### config.mk
export PLATFORM = sky130hd
export DESIGN_NAME = shift_operand_stage_flat
export DESIGN_NICKNAME = d
export VERILOG_FILES = /design/src/rtl/shift_pkg.sv /design/src/rtl/shift_operand_stage_if.sv /design/src/rtl/shift_fwd_mux.sv /design/src/rtl/shift_operand_stage.sv /design/src/flat_wrapper.sv
export SDC_FILE = /design/constraint.sdc
export NUM_CORES = 1
export LEC_CHECK = 0
export BUFFER_PORTS_ARGS = -buffer_cell sky130_fd_sc_hd__buf_4
export CORE_UTILIZATION = 40
export CTS_CLUSTER_DIAMETER = 30
export DETAILED_ROUTE_END_ITERATION = 10
export PLACE_DENSITY_LB_ADDON = 0.08
export SLEW_MARGIN = 20
export SYNTH_ARGS = -nofsm -noshare
export SYNTH_HDL_FRONTEND = slang
export SYNTH_HIERARCHICAL = 1
export SYNTH_SLANG_ARGS = --single-unit
### constraint.sdc
create_clock -name clk -period 2.03 [get_ports clk]
set_input_delay 0.1015 -clock clk [delete_from_list [all_inputs] [get_ports clk]]
set_output_delay 0.1015 -clock clk [all_outputs]
set_load 0.05 [all_outputs]
### src/rtl/shift_pkg.sv
// ---------------------------------------------------------------------------
// shift_pkg
// Shared definitions for the shift operand stage: datapath width, shift-type
// encodings seen by the downstream shifter, the funct3 values that select a
// shift, and the decode helper that turns instruction fields into a type.
// ---------------------------------------------------------------------------
package shift_pkg;

  localparam int XLEN = 32;

  // Shift operation handed to the shifter stage
  typedef enum logic [1:0] {
    SHIFT_SRL  = 2'b00,
    SHIFT_SLL  = 2'b01,
    SHIFT_SRA  = 2'b10,
    SHIFT_PASS = 2'b11
  } shift_type_e;

  localparam logic [2:0] FUNCT3_SLL = 3'b001;
  localparam logic [2:0] FUNCT3_SR  = 3'b101;

  // funct7 bit 5 separates arithmetic from logical right shifts; any funct3
  // that is not a shift lets the operand pass through unmodified.
  function automatic shift_type_e decode_shift_type(input logic [2:0] funct3,
                                                    input logic       funct7b5);
    shift_type_e t;
    case (funct3)
      FUNCT3_SLL: t = SHIFT_SLL;
      FUNCT3_SR:  t = funct7b5 ? SHIFT_SRA : SHIFT_SRL;
      default:    t = SHIFT_PASS;
    endcase
    return t;
  endfunction

endpackage

### src/rtl/shift_operand_stage_if.sv
// ---------------------------------------------------------------------------
// shift_operand_stage_if
// Handshake bundle around the shift operand stage.
//   Decode side : in_valid/in_ready plus register values, indices, immediate
//                 and the decode fields (funct3, funct7b5, use_imm).
//   Shifter side: out_valid/out_ready plus the registered operands
//                 out_a, out_shamt, out_type and out_rd.
// Modports:
//   master - the environment (drives decode fields and out_ready)
//   slave  - the stage itself
// ---------------------------------------------------------------------------
interface shift_operand_stage_if;
  import shift_pkg::*;

  logic            in_valid;
  logic            in_ready;
  logic [XLEN-1:0] in_rs1_val;
  logic [XLEN-1:0] in_rs2_val;
  logic [4:0]      in_rs1_idx;
  logic [4:0]      in_rs2_idx;
  logic [4:0]      in_rd_idx;
  logic [XLEN-1:0] in_imm;
  logic [2:0]      in_funct3;
  logic            in_funct7b5;
  logic            in_use_imm;

  logic            out_valid;
  logic            out_ready;
  logic [XLEN-1:0] out_a;
  logic [4:0]      out_shamt;
  logic [1:0]      out_type;
  logic [4:0]      out_rd;

  modport master (
    output in_valid, in_rs1_val, in_rs2_val, in_rs1_idx, in_rs2_idx, in_rd_idx,
           in_imm, in_funct3, in_funct7b5, in_use_imm, out_ready,
    input  in_ready, out_valid, out_a, out_shamt, out_type, out_rd
  );

  modport slave (
    input  in_valid, in_rs1_val, in_rs2_val, in_rs1_idx, in_rs2_idx, in_rd_idx,
           in_imm, in_funct3, in_funct7b5, in_use_imm, out_ready,
    output in_ready, out_valid, out_a, out_shamt, out_type, out_rd
  );

endinterface

### src/rtl/shift_fwd_mux.sv
// ---------------------------------------------------------------------------
// shift_fwd_mux
// Priority source select for one source operand (purely combinational).
// Ports:
//   idx                 - architectural register index of the operand
//   rf_val              - register-file read value
//   exm_valid/rd/data   - EX/MEM forwarding source (highest priority)
//   mwb_valid/rd/data   - MEM/WB forwarding source
//   val                 - resolved operand
// x0 is hardwired to zero, so a producer that names rd=0 can never leak a
// value into an operand.
// ---------------------------------------------------------------------------
module shift_fwd_mux
  import shift_pkg::*;
#(
  parameter int W = XLEN
) (
  input  logic [4:0]   idx,
  input  logic [W-1:0] rf_val,
  input  logic         exm_valid,
  input  logic [4:0]   exm_rd,
  input  logic [W-1:0] exm_data,
  input  logic         mwb_valid,
  input  logic [4:0]   mwb_rd,
  input  logic [W-1:0] mwb_data,
  output logic [W-1:0] val
);

  logic exm_hit;
  logic mwb_hit;

  assign exm_hit = exm_valid && (exm_rd == idx);
  assign mwb_hit = mwb_valid && (mwb_rd == idx);

  // The younger EX/MEM result shadows the older MEM/WB one
  always_comb begin
    val = rf_val;
    if (idx == 5'd0) begin
      val = '0;
    end else if (exm_hit) begin
      val = exm_data;
    end else if (mwb_hit) begin
      val = mwb_data;
    end
  end

endmodule

### src/rtl/shift_operand_stage.sv
// ---------------------------------------------------------------------------
// shift_operand_stage
// One-entry pipeline register that resolves shift operands and decodes the
// shift type for the shifter stage. Latency is one cycle; the output set is
// held while the shifter back-pressures.
// Ports:
//   clk, rst_n          - clock, asynchronous active-low reset
//   bus (slave)         - decode handshake in, shifter handshake out
//   flush               - kills the held set and any same-cycle input
//   exm_fwd_*, mwb_fwd_*- forwarding sources (EX/MEM wins over MEM/WB)
//   stall_cnt           - saturating count of back-pressured cycles
// Configuration:
//   SHIFT_OPERAND_FWD_EN - when defined, operands are forwarded from the
//                          EX/MEM and MEM/WB sources; otherwise the fwd ports
//                          are present but ignored.
// ---------------------------------------------------------------------------
module shift_operand_stage #(
  parameter int XLEN = 32
) (
  input  logic              clk,
  input  logic              rst_n,
  shift_operand_stage_if.slave bus,
  input  logic              flush,
  input  logic              exm_fwd_valid,
  input  logic [4:0]        exm_fwd_rd,
  input  logic [XLEN-1:0]   exm_fwd_data,
  input  logic              mwb_fwd_valid,
  input  logic [4:0]        mwb_fwd_rd,
  input  logic [XLEN-1:0]   mwb_fwd_data,
  output logic [15:0]       stall_cnt
);

  import shift_pkg::*;

  logic            out_valid_q;
  logic [XLEN-1:0] out_a_q;
  logic [4:0]      out_shamt_q;
  shift_type_e     out_type_q;
  logic [4:0]      out_rd_q;
  logic [15:0]     stall_q;

  logic            in_ready;
  logic            accept;
  logic [XLEN-1:0] rs1_res;
  logic [XLEN-1:0] rs2_res;
  logic            fwd_exm_valid;
  logic            fwd_mwb_valid;
  logic            unused_bits;

  // The forwarding sources are gated here so the mux instances stay
  // identical in both builds.
`ifdef SHIFT_OPERAND_FWD_EN
  assign fwd_exm_valid = exm_fwd_valid;
  assign fwd_mwb_valid = mwb_fwd_valid;
  assign unused_bits   = ^{bus.in_imm[XLEN-1:5], rs2_res[XLEN-1:5]};
`else
  assign fwd_exm_valid = 1'b0;
  assign fwd_mwb_valid = 1'b0;
  assign unused_bits   = ^{bus.in_imm[XLEN-1:5], rs2_res[XLEN-1:5],
                           exm_fwd_valid, mwb_fwd_valid};
`endif

  shift_fwd_mux #(.W(XLEN)) u_rs1_mux (
    .idx       (bus.in_rs1_idx),
    .rf_val    (bus.in_rs1_val),
    .exm_valid (fwd_exm_valid),
    .exm_rd    (exm_fwd_rd),
    .exm_data  (exm_fwd_data),
    .mwb_valid (fwd_mwb_valid),
    .mwb_rd    (mwb_fwd_rd),
    .mwb_data  (mwb_fwd_data),
    .val       (rs1_res)
  );

  shift_fwd_mux #(.W(XLEN)) u_rs2_mux (
    .idx       (bus.in_rs2_idx),
    .rf_val    (bus.in_rs2_val),
    .exm_valid (fwd_exm_valid),
    .exm_rd    (exm_fwd_rd),
    .exm_data  (exm_fwd_data),
    .mwb_valid (fwd_mwb_valid),
    .mwb_rd    (mwb_fwd_rd),
    .mwb_data  (mwb_fwd_data),
    .val       (rs2_res)
  );

  // The single slot can take a new set when empty or when its current
  // contents leave this cycle.
  assign in_ready = !out_valid_q || bus.out_ready;
  assign accept   = bus.in_valid && in_ready;

  // Operand register: flush wins over both loading and holding; the data
  // fields are only written on accept so they stay stable under stall.
  always_ff @(posedge clk or negedge rst_n) begin
    if (!rst_n) begin
      out_valid_q <= 1'b0;
      out_a_q     <= '0;
      out_shamt_q <= '0;
      out_type_q  <= SHIFT_PASS;
      out_rd_q    <= '0;
    end else if (flush) begin
      out_valid_q <= 1'b0;
    end else if (accept) begin
      out_valid_q <= 1'b1;
      out_a_q     <= rs1_res;
      out_shamt_q <= bus.in_use_imm ? bus.in_imm[4:0] : rs2_res[4:0];
      out_type_q  <= decode_shift_type(bus.in_funct3, bus.in_funct7b5);
      out_rd_q    <= bus.in_rd_idx;
    end else if (bus.out_ready) begin
      out_valid_q <= 1'b0;
    end
  end

  // Back-pressure counter sticks at all-ones instead of wrapping
  always_ff @(posedge clk or negedge rst_n) begin
    if (!rst_n) begin
      stall_q <= '0;
    end else if (out_valid_q && !bus.out_ready && (stall_q != 16'hFFFF)) begin
      stall_q <= stall_q + 16'd1;
    end
  end

  assign bus.in_ready  = in_ready;
  assign bus.out_valid = out_valid_q;
  assign bus.out_a     = out_a_q;
  assign bus.out_shamt = out_shamt_q;
  assign bus.out_type  = out_type_q;
  assign bus.out_rd    = out_rd_q;
  assign stall_cnt     = stall_q;

endmodule

### src/flat_wrapper.sv
// flat-port wrapper written by rule: the top's interface ports become plain ports
module shift_operand_stage_flat import shift_pkg::*;
#(
  parameter int XLEN = 32
)
  (clk, rst_n, flush, exm_fwd_valid, exm_fwd_rd, exm_fwd_data, mwb_fwd_valid, mwb_fwd_rd, mwb_fwd_data, stall_cnt, bus_in_valid, bus_in_rs1_val, bus_in_rs2_val, bus_in_rs1_idx, bus_in_rs2_idx, bus_in_rd_idx, bus_in_imm, bus_in_funct3, bus_in_funct7b5, bus_in_use_imm, bus_out_ready, bus_in_ready, bus_out_valid, bus_out_a, bus_out_shamt, bus_out_type, bus_out_rd);
  shift_operand_stage_if bus_i ();
  input  logic clk;
  input  logic rst_n;
  input  logic flush;
  input  logic exm_fwd_valid;
  input  logic [4:0] exm_fwd_rd;
  input  logic [XLEN-1:0] exm_fwd_data;
  input  logic mwb_fwd_valid;
  input  logic [4:0] mwb_fwd_rd;
  input  logic [XLEN-1:0] mwb_fwd_data;
  output logic [15:0] stall_cnt;
  input wire logic [$bits(bus_i.in_valid)-1:0] bus_in_valid;
  input wire logic [$bits(bus_i.in_rs1_val)-1:0] bus_in_rs1_val;
  input wire logic [$bits(bus_i.in_rs2_val)-1:0] bus_in_rs2_val;
  input wire logic [$bits(bus_i.in_rs1_idx)-1:0] bus_in_rs1_idx;
  input wire logic [$bits(bus_i.in_rs2_idx)-1:0] bus_in_rs2_idx;
  input wire logic [$bits(bus_i.in_rd_idx)-1:0] bus_in_rd_idx;
  input wire logic [$bits(bus_i.in_imm)-1:0] bus_in_imm;
  input wire logic [$bits(bus_i.in_funct3)-1:0] bus_in_funct3;
  input wire logic [$bits(bus_i.in_funct7b5)-1:0] bus_in_funct7b5;
  input wire logic [$bits(bus_i.in_use_imm)-1:0] bus_in_use_imm;
  input wire logic [$bits(bus_i.out_ready)-1:0] bus_out_ready;
  output wire logic [$bits(bus_i.in_ready)-1:0] bus_in_ready;
  output wire logic [$bits(bus_i.out_valid)-1:0] bus_out_valid;
  output wire logic [$bits(bus_i.out_a)-1:0] bus_out_a;
  output wire logic [$bits(bus_i.out_shamt)-1:0] bus_out_shamt;
  output wire logic [$bits(bus_i.out_type)-1:0] bus_out_type;
  output wire logic [$bits(bus_i.out_rd)-1:0] bus_out_rd;
  assign bus_i.in_valid = bus_in_valid;
  assign bus_i.in_rs1_val = bus_in_rs1_val;
  assign bus_i.in_rs2_val = bus_in_rs2_val;
  assign bus_i.in_rs1_idx = bus_in_rs1_idx;
  assign bus_i.in_rs2_idx = bus_in_rs2_idx;
  assign bus_i.in_rd_idx = bus_in_rd_idx;
  assign bus_i.in_imm = bus_in_imm;
  assign bus_i.in_funct3 = bus_in_funct3;
  assign bus_i.in_funct7b5 = bus_in_funct7b5;
  assign bus_i.in_use_imm = bus_in_use_imm;
  assign bus_i.out_ready = bus_out_ready;
  assign bus_in_ready = bus_i.in_ready;
  assign bus_out_valid = bus_i.out_valid;
  assign bus_out_a = bus_i.out_a;
  assign bus_out_shamt = bus_i.out_shamt;
  assign bus_out_type = bus_i.out_type;
  assign bus_out_rd = bus_i.out_rd;
  shift_operand_stage #(.XLEN(XLEN)) u_core (.clk(clk), .rst_n(rst_n), .bus(bus_i), .flush(flush), .exm_fwd_valid(exm_fwd_valid), .exm_fwd_rd(exm_fwd_rd), .exm_fwd_data(exm_fwd_data), .mwb_fwd_valid(mwb_fwd_valid), .mwb_fwd_rd(mwb_fwd_rd), .mwb_fwd_data(mwb_fwd_data), .stall_cnt(stall_cnt));
endmodule
==> results of run 1 <==
==> state kept, by name, summed over array words and instances (netlist names) <==
| signal | flops |
|---|---|
| u_core/bus.out_rd | 5 |
| u_core/bus.out_a | 32 |
| u_core/stall_cnt | 16 |
| u_core/bus.out_shamt | 5 |
| u_core/bus.out_type | 2 |
| u_core/bus.out_valid | 1 |
==> layer usage <==
metal,routed length [um],share of wire,up-vias,global-route usage
li1,-,-,1992,-
met1,5877,0.44,2020,0.3324
met2,6436,0.48,191,0.4142
met3,910,0.068,15,0.05727
met4,170,0.013,0,0.06735
met5,0,0,-,0
==> where the power goes <==
group / internal, W / leakage, nW / switching, W / total [W]
sequential: 0.00143 / 0.741 / 0.000162 / 0.00160
combinational: 0.000757 / 1.71 / 0.00129 / 0.00205
clock: 0.000447 / 0.0898 / 0.000545 / 0.000992
total: 0.00264 / 2.54 / 0.00200 / 0.00463
==> worst paths after layout <==
kind | to | slack [ns]
min reg2reg | u_core/stall_cnt[15] | 0.50
max reg2reg | u_core/stall_cnt[1] | 0.19
min in group asynchronous | u_core/bus.out_rd[0] | 0.37
max in group asynchronous | u_core/bus.out_a[27] | 1.12
max | u_core/stall_cnt[1] | 0.19
min | u_core/bus.out_shamt[2] | 0.07
==> cell usage in the layout (no fill, tap or decap), drive strengths merged, types with 3 or more instances in the layout <==
cell type      n
nor3b          3
o22a          21
nor4           6
and4           3
mux2          38
nand4         24
clkinv         4
dfrtp         59
buf          207
nor3          42
a311oi        16
xor2          14
conb           4
a211oi        21
dlygate4sd3   10
nand3         26
inv            3
nand2          9
a21oi          5
nor2          14
or2            3
mux2i          5
xnor2         20
o21ai         39
clkbuf         9
==> through the flow <==
step                setup slack (ns)  cell area (um^2)  utilization  hold slack [ns]
floorplan                    0.03390              4148            -          -0.1941
global placement              0.3000              5677       0.5729           0.2341
detailed placement            0.2512              5677       0.5729           0.2399
CTS                           0.2038              5949       0.6004          0.04630
global route                 0.06577              5949       0.6004          0.08236
finish                        0.1888              5949       0.6004          0.06702
==> layout make-up <==
cell class / instances / area (um^2)
timing repair buffer: 217 / 1679
sequential: 61 / 1529
clock buffer: 9 / 123.9
clock inverter: 7 / 48.80
inverter: 1 / 6.256
fill: 897 / 3960
tap: 133 / 166.4
multi-input combinational: 322 / 2396
==> worst max-delay path, stage by stage (launching register included) <==
cell     delay (ns)
dfrtp_1        0.41
ha_1           0.26
nand3_1        0.24
nor4_4         0.41
nor2_2         0.10
mux2_4         0.31
==> timing repair <==
item | 4_1_cts | 5_1_grt
endpoints found under the hold margin | 67 | 0
endpoints found under the setup margin | 0 | 0
hold buffers | 10 | 0
==> impl_metrics.toml, run 1 <==
[synth]
syn_area_um2 = 4136
synth_warnings = 6
avgSynthCellArea_um2 = 9.422
synth_cells = 439

[placed_design]
portBuffers = 202
dp_hpwl_um = 9389
dp.cells = 724
place_congestion = 0.8343

[cts]
numCtsBuffers = 9
post_cts_buffers = 0
cts_sinks = 61
clk_latency_ns = 0.34
tritoncts = "yes"
clk_pin_slew_ns = 0.08
clock-root-buffer = "clkbuf_8"
ctsResizeCount = 0
cts_max_level = 3
clock_path_buffers = 2

[sta]
fin_skew_ns = 0.006178
setup_tns_ns = 0
period_share = 0.9070
finalSetupViolations = 0
rsz0062_at_grt = "false"
slew_violations = 52
fin_crit_ns = 1.841
worstMarginPinSlew_ns = 1.744
slew_headroom = -0.1653
hold_viol_final = 0
max_freq_ghz = 0.5431

[routing]
vias_per_cell = 5.624
antenna_left = 0
vias = 4218
drtIter0Drc = 245
drc = 0
wl_um = 13390
drt_first_pass_iters = 7
wl_per_cell_um = 17.86

[pwr]
p_per_area_nw_per_um2 = 779.1
irDropWorstVdd_mv = 0.4584
leakage_nw = 2.541
p_total_w = 0.004635

[layout]
drive_gt1_frac = 0.4603
synthToLayoutAreaGrowth_pct = 43.83
nNetsFinal = 810
fin_cells = 750
antenna_cells_inserted = 0

[floorplan]
fp.coreArea_um2 = 9910
start_util = 0.4174
die_h_um = 103.7
fp.dieW_um = 103.7
io_pins = 259
fp.dieArea_um2 = 10750
rows = 36

[run_status]
violations = "max-slew violations"
outcome = "finished with violations"

[global_routing]
grt_pass1_vias = 4135
antenna_found_initial = 0
grt_first_pass_wirelength_um = 21710
gr-usage-all-layers = 0.2516
grt-ovfl-total = 0
grt_start_max_net_pins = 62

[critical_path]
critPathLaunchType = "flop"
rr_startpoint = "u_core/stall_cnt[1]"
cp_data_required_time_ns = 2.26
critical_path.startpoint = "u_core/stall_cnt[1]"
critPathKind = "reg2reg"
cp_max_fo = 7
cp.arrival_ns = 2.07
r2r_cells = 5
endpoint_kind = "flop"

[job]
maxCapViolations = 0

[min_path]
hp-start = "bus_in_imm[2]"
holdCritPathClass = "in2reg"
holdPathStages = 3
Power figures use the tool's default switching activity.
==> inputs of run 2 (changes only) <==
- CAP_MARGIN: not set -> 40
- CORE_AREA: not set -> 2 2 101 103
- CORE_UTILIZATION: 40 -> not set
- DIE_AREA: not set -> 0 0 103 105
- SYNTH_HIERARCHICAL: 1 -> not set
==> impl_metrics.toml, run 2 <==
[run_status]
outcome = "completed"

[routing]
wl_per_cell_um = 14.12
vias_per_cell = 4.329
drc = 0
antenna_left = 0
vias = 2195
drtIter0Drc = 35
drt_first_pass_iters = 4
wl_um = 7160

[layout]
synthToLayoutAreaGrowth_pct = 72.04
final_common_cell = "buf_4"
nNetsFinal = 567
layout_common_cells = "buf_4 (131), dfrtp_1 (56), dlygate4sd3_1 (40), a22o_1 (32), nand2_1 (14)"
antenna_cells_inserted = 0
fin_cells = 507
drive_gt1_frac = 0.4412
largest_reg_flops = 32

[placed_design]
portBuffers = 128
place_congestion = 0.6847
dp_hpwl_um = 4708
dp.cells = 450

[cts]
ctsHoldBuffers = 40
tritoncts = "yes"
clk_pin_slew_ns = 0.07
numCtsBuffers = 9
post_cts_buffers = 0
cts_max_level = 3
clock-root-buffer = "clkbuf_8"
clock_path_buffers = 2
clk_latency_ns = 0.33
ctsResizeCount = 0
cts_sinks = 61

[critical_path]
endpoint_kind = "flop"
cp_data_required_time_ns = 2.24
crit_path_top_delay_cell = "dfrtp_2"
cp_max_fo = 9
critPathKind = "reg2reg"
critPathLaunchType = "flop"
path_cells = "ha_1, and4_4, nand3_4, o31a_1, and4_1, xor2_1"
slowest_delay_ns = 0.41
rrSetupSlack_ns = 0.18
cp.arrival_ns = 2.07

[sta]
worstMarginPinSlew_ns = 0.3908
period_share = 0.9117
hold_viol_final = 0
finalSetupViolations = 0
setup_tns_ns = 0
worst_hold_slack_ns = 0.03853
fin_skew_ns = 0.007267
fin_crit_ns = 1.851
slew_headroom = 0.7394
max_freq_ghz = 0.5403
rsz0062_at_grt = "false"
slew_violations = 0

[synth]
synth_flop_cell = "dfrtp_1"
synth_warnings = 0
syn_nets = 392
synth_top_area_share = 0.6020
yosys-top-cells-count = "dfrtp_1 (59), a22o_1 (32), nand2_1 (14)"
synth_edf_count = 0
yosysUniqueCellTypes = 33
avgSynthCellArea_um2 = 12.64
async_flop_share = 1.000
synth_area_leader_cell = "dfrtp_1"
ys_ff_latch = 61
yosysSeqAreaShare = 0.6235
synth_most_common_cell = "dfrtp_1"
synth_cells = 194
syn_area_um2 = 2452
synthTopCellsByArea = "dfrtp_1 (60%), a22o_1 (11%), mux2_2 (2.8%), xnor2_1 (2.5%), dfstp_2 (2.1%)"

[floorplan]
fp.coreArea_um2 = 9639
fp.dieW_um = 103
start_util = 0.2544
die_h_um = 105
rows = 36
fp.dieArea_um2 = 10820
io_pins = 259

[min_path]
holdCritPathClass = "in2reg"

[pwr]
p_total_w = 0.004181
p_per_area_nw_per_um2 = 990.9
irDropWorstVdd_mv = 0.6806
leakage_nw = 2.053

[global_routing]
grt_first_pass_wirelength_um = 11190
antenna_found_initial = 0
grt_pass1_vias = 2258
gr-usage-all-layers = 0.1342
grt-ovfl-total = 0
grt_start_max_net_pins = 62

[job]
maxCapViolations = 0
## run 2: cell count changes in the layout (fill, tap and decap cells not counted), moves of 21 or more
cell / delta
o22a_1: -21
dlygate4sd3_1: +30
a211oi_1: -21
buf_4: -74
mux2_2: -31
o21ai_0: -30
nor3_1: -38
a22o_1: +32
## run 2: cell families after synthesis
logic type,count (synthesis),share of synthesized area
AND/OR/NAND/NOR,50,0.1077
XOR/XNOR,11,0.03928
buffers and inverters,12,0.02347
adder cells (fa/ha/maj),1,0.005101
multiplexers,9,0.04234
AO/OA/AOI/OAI,50,0.1587
flip-flops,61,0.6235
## run 2: layout make-up
cell class | count | area [um^2]
inverter | 3 | 11.26
sequential | 61 | 1533
multi-input combinational | 121 | 869.6
clock buffer | 10 | 127.6
fill | 952 | 5420
tap | 133 | 166.4
timing repair buffer | 173 | 1424
clock inverter | 6 | 87.58
## run 2: critical path: cells and delay by family, from the launching register on
kind	cells	cell delay, ns
simple gates	3	0.62
fa+ha+maj	1	0.19
xor+xnor	1	0.14
flops	1	0.41
compound gates	1	0.37
## run 2: metal layers
| layer | global-route usage | part of all wire | vias to the layer above |
|---|---|---|---|
| li1 | - | - | 1057 |
| met1 | 0.1758 | 0.44 | 1031 |
| met2 | 0.1967 | 0.45 | 94 |
| met3 | 0.04682 | 0.092 | 13 |
| met4 | 0.06203 | 0.019 | 0 |
| met5 | 0 | 0 | - |
## run 2: through the flow
| step | worst slack (ns) | cell area, um^2 | util |
|---|---|---|---|
| 2_1_floorplan | 0.05052 | 2456 | - |
| 3_3_place_gp | 0.1968 | 3583 | 0.3718 |
| 3_5_place_dp | 0.1901 | 3583 | 0.3718 |
| 4_1_cts | 0.1669 | 4199 | 0.4356 |
| 5_1_grt | 0.07001 | 4219 | 0.4377 |
| 6_report | 0.1793 | 4219 | 0.4377 |
## run 2: where the power goes
group          leakage [nW]  internal [W]  switching, W  total, W
logic                  1.18      0.000528      0.000917   0.00144
clock network         0.110      0.000692      0.000491   0.00118
registers             0.761       0.00141      0.000146   0.00155
total                  2.05       0.00263       0.00155   0.00418
## run 2: final timing paths
path | startpoint | end | cells past startpoint
setup / recovery | u_core.stall_cnt[0] | u_core.stall_cnt[4] | 6
hold / removal | bus_in_funct3[2] | u_core.bus.out_type[0] | 4
setup reg to reg | u_core.stall_cnt[0] | u_core.stall_cnt[4] | 6
hold reg to reg | u_core.bus.out_type[0] | u_core.bus.out_type[0] | 2
max in group asynchronous | rst_n | u_core.bus.out_valid | 3
min in group asynchronous | rst_n | u_core.bus.out_a[2] | 2
